===== config.mk =====
export PLATFORM = sky130hd
export DESIGN_NAME = shift_seq_ctrl_flat
export DESIGN_NICKNAME = d
export VERILOG_FILES = /design/src/rtl/shift_seq_pkg.sv /design/src/rtl/shift_seq_ctrl_if.sv /design/src/rtl/shift_seq_core.sv /design/src/rtl/shift_seq_ctrl.sv /design/src/flat_wrapper.sv
export SDC_FILE = /design/constraint.sdc
export NUM_CORES = 1
export LEC_CHECK = 0
export BUFFER_PORTS_ARGS = -buffer_cell sky130_fd_sc_hd__buf_2
export CAP_MARGIN = 25
export CORE_MARGIN = 2
export CORE_UTILIZATION = 45
export DETAILED_ROUTE_END_ITERATION = 8
export GPL_ROUTABILITY_DRIVEN = 0
export HOLD_SLACK_MARGIN = 0.15
export PLACE_DENSITY = 0.71
export SLEW_MARGIN = 0
export SYNTH_ARGS = -nofsm -noshare
export SYNTH_HDL_FRONTEND = slang
export SYNTH_SLANG_ARGS = --single-unit
export TNS_END_PERCENT = 50

===== constraint.sdc =====
create_clock -name clk -period 2.35 [get_ports clk]
set_input_delay 0.1175 -clock clk [delete_from_list [all_inputs] [get_ports clk]]
set_output_delay 0.1175 -clock clk [all_outputs]
set_load 0.01 [all_outputs]

===== src/rtl/shift_seq_pkg.sv =====
// Shared types and constants for the shift sequencer.
//   state_t   : controller FSM states (IDLE, SHIFT, DONE)
//   DIR_LEFT  : dir value that shifts towards the MSB
//   DIR_RIGHT : dir value that shifts towards the LSB
package shift_seq_pkg;

  typedef enum logic [1:0] {
    IDLE  = 2'd0,
    SHIFT = 2'd1,
    DONE  = 2'd2
  } state_t;

  localparam logic DIR_LEFT  = 1'b1;
  localparam logic DIR_RIGHT = 1'b0;

endpackage


===== src/rtl/shift_seq_ctrl_if.sv =====
// Command/status bundle for shift_seq_ctrl.
//   master : command source (start, dir, pdata, count, serial_in out; status in)
//   slave  : the sequencer (command in; dout, sout, busy, done out)
interface shift_seq_ctrl_if #(
  parameter int unsigned WIDTH = 4,
  parameter int unsigned CNT_W = 3
);

  logic             start;
  logic             dir;
  logic [WIDTH-1:0] pdata;
  logic [CNT_W-1:0] count;
  logic             serial_in;
  logic [WIDTH-1:0] dout;
  logic             sout;
  logic             busy;
  logic             done;

  modport master (
    output start, dir, pdata, count, serial_in,
    input  dout, sout, busy, done
  );

  modport slave (
    input  start, dir, pdata, count, serial_in,
    output dout, sout, busy, done
  );

endinterface


===== src/rtl/shift_seq_core.sv =====
// Shift register datapath.
//   clk, reset : clock, synchronous active-high reset (clears q)
//   load       : capture pdata (has priority over shift_en)
//   shift_en   : shift one place in direction dir, inserting in_bit
//   q          : register contents
module shift_seq_core
  import shift_seq_pkg::*;
#(
  parameter int unsigned WIDTH = 4
) (
  input  logic             clk,
  input  logic             reset,
  input  logic             load,
  input  logic [WIDTH-1:0] pdata,
  input  logic             shift_en,
  input  logic             dir,
  input  logic             in_bit,
  output logic [WIDTH-1:0] q
);

  logic [WIDTH-1:0] q_q;

  always_ff @(posedge clk) begin
    if (reset) begin
      q_q <= '0;
    end else if (load) begin
      q_q <= pdata;
    end else if (shift_en) begin
      if (dir == DIR_LEFT) begin
        q_q <= {q_q[WIDTH-2:0], in_bit};
      end else begin
        q_q <= {in_bit, q_q[WIDTH-1:1]};
      end
    end
  end

  assign q = q_q;

endmodule


===== src/rtl/shift_seq_ctrl.sv =====
// Shift sequencer: on start in IDLE, loads pdata and shifts it count times
// in direction dir, then pulses done for one cycle.
//   clk   : rising-edge clock
//   reset : synchronous active-high reset
//   bus   : shift_seq_ctrl_if slave (start/dir/pdata/count/serial_in in,
//           dout/sout/busy/done out)
// Build option: SHIFT_SEQ_ROTATE_EN feeds the leaving bit back in (rotate);
// serial_in is then ignored.
module shift_seq_ctrl
  import shift_seq_pkg::*;
#(
  parameter int unsigned WIDTH = 4,
  parameter int unsigned CNT_W = 3
) (
  input logic             clk,
  input logic             reset,
  shift_seq_ctrl_if.slave bus
);

  state_t           state_q, state_d;
  logic [CNT_W-1:0] cnt_q, cnt_d;
  logic             dir_q, dir_d;
  logic             load;
  logic             shift_en;
  logic             in_bit;
  logic             sout;
  logic [WIDTH-1:0] q;

  always_ff @(posedge clk) begin
    if (reset) begin
      state_q <= IDLE;
      cnt_q   <= '0;
      dir_q   <= DIR_RIGHT;
    end else begin
      state_q <= state_d;
      cnt_q   <= cnt_d;
      dir_q   <= dir_d;
    end
  end

  always_comb begin
    state_d  = state_q;
    cnt_d    = cnt_q;
    dir_d    = dir_q;
    load     = 1'b0;
    shift_en = 1'b0;
    case (state_q)
      IDLE: begin
        if (bus.start) begin
          load    = 1'b1;
          dir_d   = bus.dir;
          cnt_d   = bus.count;
          state_d = (bus.count != '0) ? SHIFT : DONE;
        end
      end
      SHIFT: begin
        shift_en = 1'b1;
        cnt_d    = cnt_q - CNT_W'(1);
        if (cnt_q == CNT_W'(1)) begin
          state_d = DONE;
        end
      end
      DONE: begin
        state_d = IDLE;
      end
      default: begin
        state_d = IDLE;
      end
    endcase
  end

  // Bit leaving the register on this shift; forced low outside SHIFT.
  assign sout = shift_en ? ((dir_q == DIR_LEFT) ? q[WIDTH-1] : q[0]) : 1'b0;

`ifdef SHIFT_SEQ_ROTATE_EN
  assign in_bit = sout;
`else
  assign in_bit = bus.serial_in;
`endif

  shift_seq_core #(
    .WIDTH (WIDTH)
  ) u_core (
    .clk      (clk),
    .reset    (reset),
    .load     (load),
    .pdata    (bus.pdata),
    .shift_en (shift_en),
    .dir      (dir_q),
    .in_bit   (in_bit),
    .q        (q)
  );

  assign bus.dout = q;
  assign bus.sout = sout;
  assign bus.busy = (state_q != IDLE);
  assign bus.done = (state_q == DONE);

endmodule


===== src/flat_wrapper.sv =====
// flat-port wrapper written by rule: the top's interface ports become plain ports
module shift_seq_ctrl_flat import shift_seq_pkg::*;
#(
  parameter int unsigned WIDTH = 4,
  parameter int unsigned CNT_W = 3
)
  (clk, reset, bus_start, bus_dir, bus_pdata, bus_count, bus_serial_in, bus_dout, bus_sout, bus_busy, bus_done);
  shift_seq_ctrl_if #(.WIDTH(WIDTH), .CNT_W(CNT_W)) bus_i ();
  input logic clk;
  input logic reset;
  input wire logic [$bits(bus_i.start)-1:0] bus_start;
  input wire logic [$bits(bus_i.dir)-1:0] bus_dir;
  input wire logic [$bits(bus_i.pdata)-1:0] bus_pdata;
  input wire logic [$bits(bus_i.count)-1:0] bus_count;
  input wire logic [$bits(bus_i.serial_in)-1:0] bus_serial_in;
  output wire logic [$bits(bus_i.dout)-1:0] bus_dout;
  output wire logic [$bits(bus_i.sout)-1:0] bus_sout;
  output wire logic [$bits(bus_i.busy)-1:0] bus_busy;
  output wire logic [$bits(bus_i.done)-1:0] bus_done;
  assign bus_i.start = bus_start;
  assign bus_i.dir = bus_dir;
  assign bus_i.pdata = bus_pdata;
  assign bus_i.count = bus_count;
  assign bus_i.serial_in = bus_serial_in;
  assign bus_dout = bus_i.dout;
  assign bus_sout = bus_i.sout;
  assign bus_busy = bus_i.busy;
  assign bus_done = bus_i.done;
  shift_seq_ctrl #(.WIDTH(WIDTH), .CNT_W(CNT_W)) u_core (.clk(clk), .reset(reset), .bus(bus_i));
endmodule

# Yosys cells after proc, flatten, opt, wreduce, memory -nomap -nowiden
# Index checks and enable logic that the tools add are counted.
[word_totals]
out_inout_bits = 7
wordCells = 32
inputBits = 12
ff_bits = 10
[op_classes]
reduce_logical = 8
add_sub_neg = 1
n_eq_ne = 5
n_mux = 14
[ops]
columns = ["operator", "n"]
rows = [
  ["4-bit 2-to-1 mux", 3],
  ["2-bit 2-to-1 mux", 3],
  ["3-bit case mux with 2 select lines", 1],
  ["2-bit AND reduction", 3],
  ["2-bit nonzero test", 3],
  ["1-bit 2-to-1 mux", 5],
  ["2-bit case mux with 2 select lines", 1],
  ["3-bit by 1-bit == test with 1-bit output, second input constant", 1],
  ["3-bit 2-to-1 mux", 1],
  ["3-bit nonzero test", 1],
  ["3-bit by 1-bit subtractor with 3-bit output, second input constant", 1],
  ["2-bit by 1-bit == test with 1-bit output, second input constant", 1],
  ["2-bit == test, second input constant", 1],
  ["2-bit zero test", 1],
  ["2-bit by 1-bit inequality test with 1-bit output, second input constant", 1],
  ["2-bit inequality test, second input constant", 1],
]

# Logic depth before layout (Yosys ltp)
# Gate-level depths: netlist (run 1).
[depth]
ltp_word = 4
mapped_depth = 5
mapped_depth_nobuf = 5

# By module
# From an unflattened synthesis (run 1), not the netlist that was laid out.
[hier_totals]
hier_cells = 65
hier_area_um2 = 621.8
[modules_own_cells]
columns = ["mod", "n_inst", "area_per_inst_um2", "seq_area_each_um2", "cells_per_inst"]
rows = [
  ["shift_seq_ctrl", 1, 394.1, 120.1, 43],
  ["shift_seq_core", 1, 227.7, 80.1, 22],
]

# Worst setup path before layout (run 1)
# OpenSTA, ideal clock, no wires.
[synth_timing]
kind = "reg2reg"
start = "register u_core.state_q[0]"
end = "register u_core.u_core.q_q[3], in the netlist u_core.u_core.q[3]"
arrival_time_ps = 1308
setup_time_ps = 117
t_required_ps = 2233
synth_period_minus_slack_ps = 1425
setup_slack_ps = 925
n_path_buf = 1
path_stages_with_launch = 5
path_cell_list = "dfxtp_1 buf_2 nor3b_4 mux2_2 a22o_1"
[synth_via]
elab_chain_len = 3
elab_cells_between_ends = 6
cone_classes = "eq/ne: 1; mux: 3; reduce/logical: 2"
[synth_rtl]
columns = ["item", "line_no", "rtl"]
rows = [
  ["start: declaration", "shift_seq_ctrl.sv:20", "state_t state_q, state_d;"],
  ["start signal: assignment", "shift_seq_ctrl.sv:35", "state_q <= state_d;"],
  ["2-bit by 1-bit == test with 1-bit output or 2-bit zero test (tied branches)", "shift_seq_ctrl.sv:47", "case (state_q)"],
  ["1-bit 2-to-1 mux", "shift_seq_ctrl.sv:47", ""],
  ["2-bit nonzero test (no source line) or 4-bit 2-to-1 mux (tied branches)", "n/a", ""],
  ["end signal: assignment", "shift_seq_core.sv:27", "q_q <= pdata;"],
  ["end signal: assignment", "shift_seq_core.sv:30", "q_q <= {q_q[WIDTH-2:0], in_bit};"],
  ["end signal: assignment", "shift_seq_core.sv:32", "q_q <= {in_bit, q_q[WIDTH-1:1]};"],
  ["end: declaration", "shift_seq_core.sv:21", "logic [WIDTH-1:0] q_q;"],
]
# Several ways; a longest one is shown, not always the timed one.
# A chain may end at the register's enable or synchronous reset.

# Worst setup path in the final report (run 1)
[layout_timing]
start = "register u_core.state_q[0]"
end = "output bus_sout"
[layout_via]
elab_chain_len = 3
[layout_rtl]
columns = ["item", "line_no", "rtl"]
rows = [
  ["2-bit by 1-bit == test with 1-bit output", "shift_seq_ctrl.sv:47", ""],
  ["1-bit 2-to-1 mux", "shift_seq_ctrl.sv:47", ""],
  ["1-bit 2-to-1 mux", "shift_seq_ctrl.sv:73", "assign sout = shift_en ? ((dir_q == DIR_LEFT) ? q[WIDTH-1] : q[0]) : 1'b0;"],
  ["end: declaration", "flat_wrapper.sv:17", "output wire logic [$bits(bus_i.sout)-1:0] bus_sout;"],
]
# Every way passes these cells.

==> results of run 1 <==
path summary, 6_finish.rpt:
path	from	endpoint	slack [ns]	depth (start not counted)
worst max-delay path	u_core.state_q[0]	bus_sout	0.80	3
worst min-delay path	bus_pdata[0]	u_core.u_core.q[0]	0.20	3
worst max register to register	u_core.state_q[1]	u_core.u_core.q[3]	0.83	3
worst min register to register	u_core.cnt_q[0]	u_core.cnt_q[0]	0.51	2
synthesized netlist by cell type (2+ instances only):
master	number
a22o_1	4
nor2b_1	3
nor3_1	2
a21oi_1	4
ha_1	2
o21a_1	2
mux2i_1	3
inv_1	4
dfxtp_1	10
mux2_1	4
mux2_2	4
nor2_1	6
layer usage:
layer	share of wire, %	vias up	GRT usage [%]
met2	46	12	27.0
li1	-	271	-
met3	5.0	2	4.89
met5	0	-	0
met1	48	231	22.4
met4	0.98	0	10.0
worst min-delay path, stage by stage:
cell and delay (ns):
buf_2 0.07, mux2_2 0.13, a22o_1 0.11
placed cells by master (no fill, tap or decap), types with 2 or more instances in the layout:
cell type      instances
buf_2                 18
dfxtp_1               10
nor2_1                 6
inv_1                  4
a21oi_1                4
mux2_1                 4
mux2_2                 4
a22o_1                 4
mux2i_1                3
nor2b_1                3
clkbuf_4               3
o21a_1                 2
nor3_1                 2
ha_1                   2
dlygate4sd3_1          2
state kept, by name (all words and copies together), names as in the netlist:
signal,flops
u_core.u_core.q,4
u_core.cnt_q,3
u_core.state_q,2
u_core.dir_q,1
cell type report:
class                      count  area [sq um]  area share [%]
multi-input combinational     46           368            50.1
timing repair buffer          20           110            15.0
clock buffer                   3          22.5            3.07
tap                           15          18.8            2.56
inverter                       4          15.0            2.04
sequential                    10           200            27.3
per-stage QoR:
stage	area, sq um	utilization, %	worst slack [ns]	instances	hold slack, ns
floorplan	603	-	0.925	63	0.187
CTS	734	57.9	0.790	98	0.199
finish	734	57.9	0.800	98	0.204
global route	734	57.9	0.672	98	0.197
detailed placement	692	54.5	0.838	93	0.382
global placement	692	54.5	0.868	93	0.374
logic make-up (layout without fill, tap and decap cells):
group / after synthesis / count (layout) / share of synthesized area [%]
muxes: 11 / 11 / 19.9
buffers and inverters: 7 / 27 / 5.81
adders and majority gates: 2 / 2 / 4.15
and+or+nand+nor: 17 / 17 / 17.8
DFF: 10 / 10 / 33.2
AOI/OAI and AO/OA: 16 / 16 / 19.1
power breakdown:
group	total [mW]	leakage, nW	internal [mW]	switching [mW]
Clock	0.113	0.0138	0.0590	0.0544
Sequential	0.215	0.0824	0.189	0.0261
Combinational	0.122	0.247	0.0683	0.0536
Total	0.450	0.344	0.316	0.134
timing repair:
| action | 4_1_cts | 5_1_grt |
|---|---|---|
| hold buffers | 2 | 0 |
| hold endpoints to repair | 3 | 0 |
| resized for setup | 0 | 0 |
==> flow_summary.toml, run 1 <==
[power]
p_total_mw = 0.450
p_per_area_mw_per_mm2 = 613
peakVddDrop_mv = 0.318
p_leak_nw = 0.344

[timing]
worst_pin_slew_ns = 0.435
maxSlewViolCount = 0
grt_setup_unrepaired = "false"
maxSlewHeadroom_pct = 70.8
hold_viol = 0
setup_tns_ns = 0
final.setup_skew_ns = 0.00472
min_period_ns = 1.55
setup-violations-final = 0
finalCritPeriodShare_pct = 65.9
timing.fmax_mhz = 645

[floorplan]
die_h_um = 40.6
ioPinCount = 19
die_area_sq_mm = 0.00165
core_sq_mm = 0.00127
rows = 13
chipWidth_um = 40.6
start_util_pct = 47.5

[hold_path]
hold_path_class = "in2reg"

[synthesis]
synth_area_leaders = "dfxtp_1, mux2_1, mux2_2"
synth-edff-count = 0
async_reset_ff_share_pct = 0
avgSynthCellArea_sq_um = 9.57
syn_area_sq_um = 603
yosys_warnings = 0
yosys.area.top_type_share_pct = 33.2
synth_cell_types = 27
yosys.area.top_type = "dfxtp_1"
ys.flop_type = "dfxtp_1"
ys_seq_area_share_pct = 33.2
syn_nets = 77
syn_inst = 63
ys_seq_elements = 10

[routing]
ant_nets = 0
remaining_drc_errors = 0
num_vias = 516
vias_per_cell = 5.27
wl_um = 1230
wl_per_cell_um = 12.5
drtPass1Iterations = 4
drt_iter0_drc = 11

[setup_path]
cp_data_arrival_time_ns = 1.43
crit_family = "flip-flops"
crit_top_cell = "nor2b_1"
end_kind = "output pin"
cp_num_buf_inv = 1
cp_slowest_stage_delay_ns = 0.58
crit_required_ns = 2.23
path_cells = "nor2b_1, nor2b_1, buf_2"
cp_slowest_cell = "dfxtp_1"
worstPathMaxFanout = 10
start_kind = "register"
crit_type = "reg2out"

[global_routing]
antenna_found_initial = 0
grt_first_pass_wirelength_um = 1860
grt_pass1_vias = 441
grt_max_degree = 13
grt_usage_pct = 17.8
grt_overflow = 0

[cells_and_area]
syn_to_final_growth_pct = 21.8
fill_cells = 106
drive_above_1_share_pct = 32.5
final_nets = 99
antenna_cells = 0

[clock_network]
cts_sinks = 10
worstSkewPairLatency_ns = 0.26
cts_root_buf = "clkbuf_4"
h-tree-depth = 1
cts_tree = "done"
cts_setup_buffers = 0
cts_made_buffers = 3
clkTransAtPathRegs_ns = 0.06
clock_tree.buffer_depth = 2

[status]
status = "completed"

[placement]
io_buffers = 18

[job]
drv_cap = 0
No activity file was read; power rests on OpenSTA's default activity.
==> inputs of run 2 (changes only) <==
==> constraint.sdc (replaced) <==
create_clock -name clk -period 1.6 [get_ports clk]
set_input_delay 0.08 -clock clk [delete_from_list [all_inputs] [get_ports clk]]
set_output_delay 0.08 -clock clk [all_outputs]
set_load 0.01 [all_outputs]
==> run 2 against run 1 <==
Register-to-register slack got worse by 0.65 ns. Count of clock-buffer cells in the layout rose by 1. Total power increased by 66%. First-iteration DRC count stayed put. Utilization is 4.6 points higher. Non-clock buffer count increased by 5. Clock skew shrank 0.0016 ns. Global-route usage rose by 3.0 points. Routed wire length rose by 12%. Critical path type unchanged.
==> flow_summary.toml, run 2 (same netlist as run 1, synthesis figures left out) <==
[status]
status = "completed"

[placement]
io_buffers = 18
dp_slack_ns = 0.188
dp_hpwl_um = 983

[clock_network]
h-tree-depth = 1
clock_tree.buffer_depth = 2
clkTransAtPathRegs_ns = 0.07
worstSkewPairLatency_ns = 0.28
cts_tree = "done"
cts_made_buffers = 3
cts_setup_buffers = 0
cts_sinks = 10
cts_root_buf = "clkbuf_4"

[power]
power.net_switching_mw = 0.222
p_per_area_mw_per_mm2 = 945
power_frac_seq_pct = 40.5
swShare_pct = 29.6
p_clk_share_pct = 31.8
p_leak_nw = 0.374
comb_power_share_pct = 27.7
p_int_mw = 0.528
peakVddDrop_mv = 0.535

[hold_path]
hold_depth = 3
holdPathEnd = "u_core.u_core.q[3]"
hold_path_class = "in2reg"
hp-start = "bus_pdata[3]"

[floorplan]
ioPinCount = 19
rows = 13
die_h_um = 40.6
core_sq_mm = 0.00127
start_util_pct = 47.5
chipWidth_um = 40.6
die_area_sq_mm = 0.00165

[setup_path]
worstPathMaxFanout = 9
end_kind = "output pin"
start_kind = "register"
cp_data_arrival_time_ns = 1.41
rr_worst_depth = 3
crit_required_ns = 1.52
timing.rr.start = "u_core.dir_q"
rrSetupSlack_ns = 0.18
crit_type = "reg2out"
r2r-end = "u_core.u_core.q[3]"

[timing]
timing.fmax_mhz = 673
fin_ws_ns = 0.115
worst_pin_slew_ns = 0.462
hold_viol = 0
maxSlewViolCount = 0
setup_tns_ns = 0
min_period_ns = 1.49
final.setup_skew_ns = 0.00309
setup-violations-final = 0
maxSlewHeadroom_pct = 69.0
finalCritPeriodShare_pct = 92.8
grt_setup_unrepaired = "false"

[routing]
wl_per_cell_um = 13.3
wl_um = 1380
drtPass1Iterations = 4
remaining_drc_errors = 0
num_vias = 559
ant_nets = 0
vias_per_cell = 5.38
drt_iter0_drc = 11

[cells_and_area]
final_cell_mix = "buf_2, dfxtp_1, nor2_1"
drive_above_1_share_pct = 33.7
syn_to_final_growth_pct = 31.5
final_common_cell = "buf_2"
antenna_cells = 0
final_nets = 104
largest_register_ffs = 4

[job]
drv_cap = 0

[global_routing]
grt_first_pass_wirelength_um = 2140
grt_overflow = 0
grt_usage_pct = 20.7
grt_pass1_vias = 509
grt_max_degree = 12
antenna_found_initial = 0
## run 2: cell count changes in the layout (fill, tap and decap cells not counted), sizes merged
cell and delta:
dlygate4sd3 +3, buf +2, clkbuf +1
## run 2: area by class of cell
cell class / instances / area (sq um)
clock buffers: 4 / 36.3
fillers: 115 / 475
inverters: 4 / 15.0
multi-input cells: 46 / 368
well taps: 15 / 18.8
repair buffers: 25 / 155
flip-flops and latches: 10 / 200
## run 2: how the worst max path moves through the flow
stage                         end               from  slack (ns)  cells after the start
6_report                 bus_sout  u_core.state_q[0]        0.11                      4
3_5_place_dp   u_core.u_core.q[3]       u_core.dir_q        0.19                      3
4_1_cts                  bus_sout  u_core.state_q[0]        0.09                      4
2_1_floorplan  u_core.u_core.q[3]  u_core.state_q[0]        0.18                      4
5_1_grt                  bus_sout  u_core.state_q[0]       0.007                      4
3_3_place_gp   u_core.u_core.q[3]       u_core.dir_q        0.23                      3
## run 2: power groups by stage
| stage | clock network, mW | logic (mW) | registers (mW) |
|---|---|---|---|
| after floorplan | 0 | 0.142 | 0.304 |
| after global placement | 0 | 0.194 | 0.308 |
| after detailed placement | 0 | 0.198 | 0.309 |
| after CTS | 0.248 | 0.209 | 0.304 |
| after global routing | 0.251 | 0.233 | 0.307 |
| final | 0.238 | 0.208 | 0.304 |
## run 2: through the flow
stage,cell area [sq um],util [%],std cells,power [mW],hold slack [ns]
floorplan,603,-,63,0.445,0.149
global placement,707,55.7,95,0.501,0.331
detailed placement,707,55.7,95,0.507,0.345
CTS,793,62.5,104,0.761,0.165
global route,793,62.5,104,0.791,0.173
finish,793,62.5,104,0.749,0.170
## run 2: metal layers
layer  vias to the layer above  global-route usage (%)  wire, um  part of all wire [%]
met5                         -                       0         0                     0
met1                       259                    23.2       620                    45
met2                        17                    34.1       641                    46
met4                         0                    15.0        36                   2.6
met3                         5                    4.89        83                   6.0
li1                        278                       -         -                     -
## run 2: what timing repair did
item                       CTS  global route
setup endpoints to repair    0             0
gates resized for setup      0             0
hold endpoints to repair     6             0
hold buffers                 5             0
## run 2: worst max-delay path: stages, from the launching register on
cell and delay (ns):
dfxtp_1 0.38, buf_4 0.19, nor2b_1 0.27, nor2b_1 0.16
buf_2 0.13
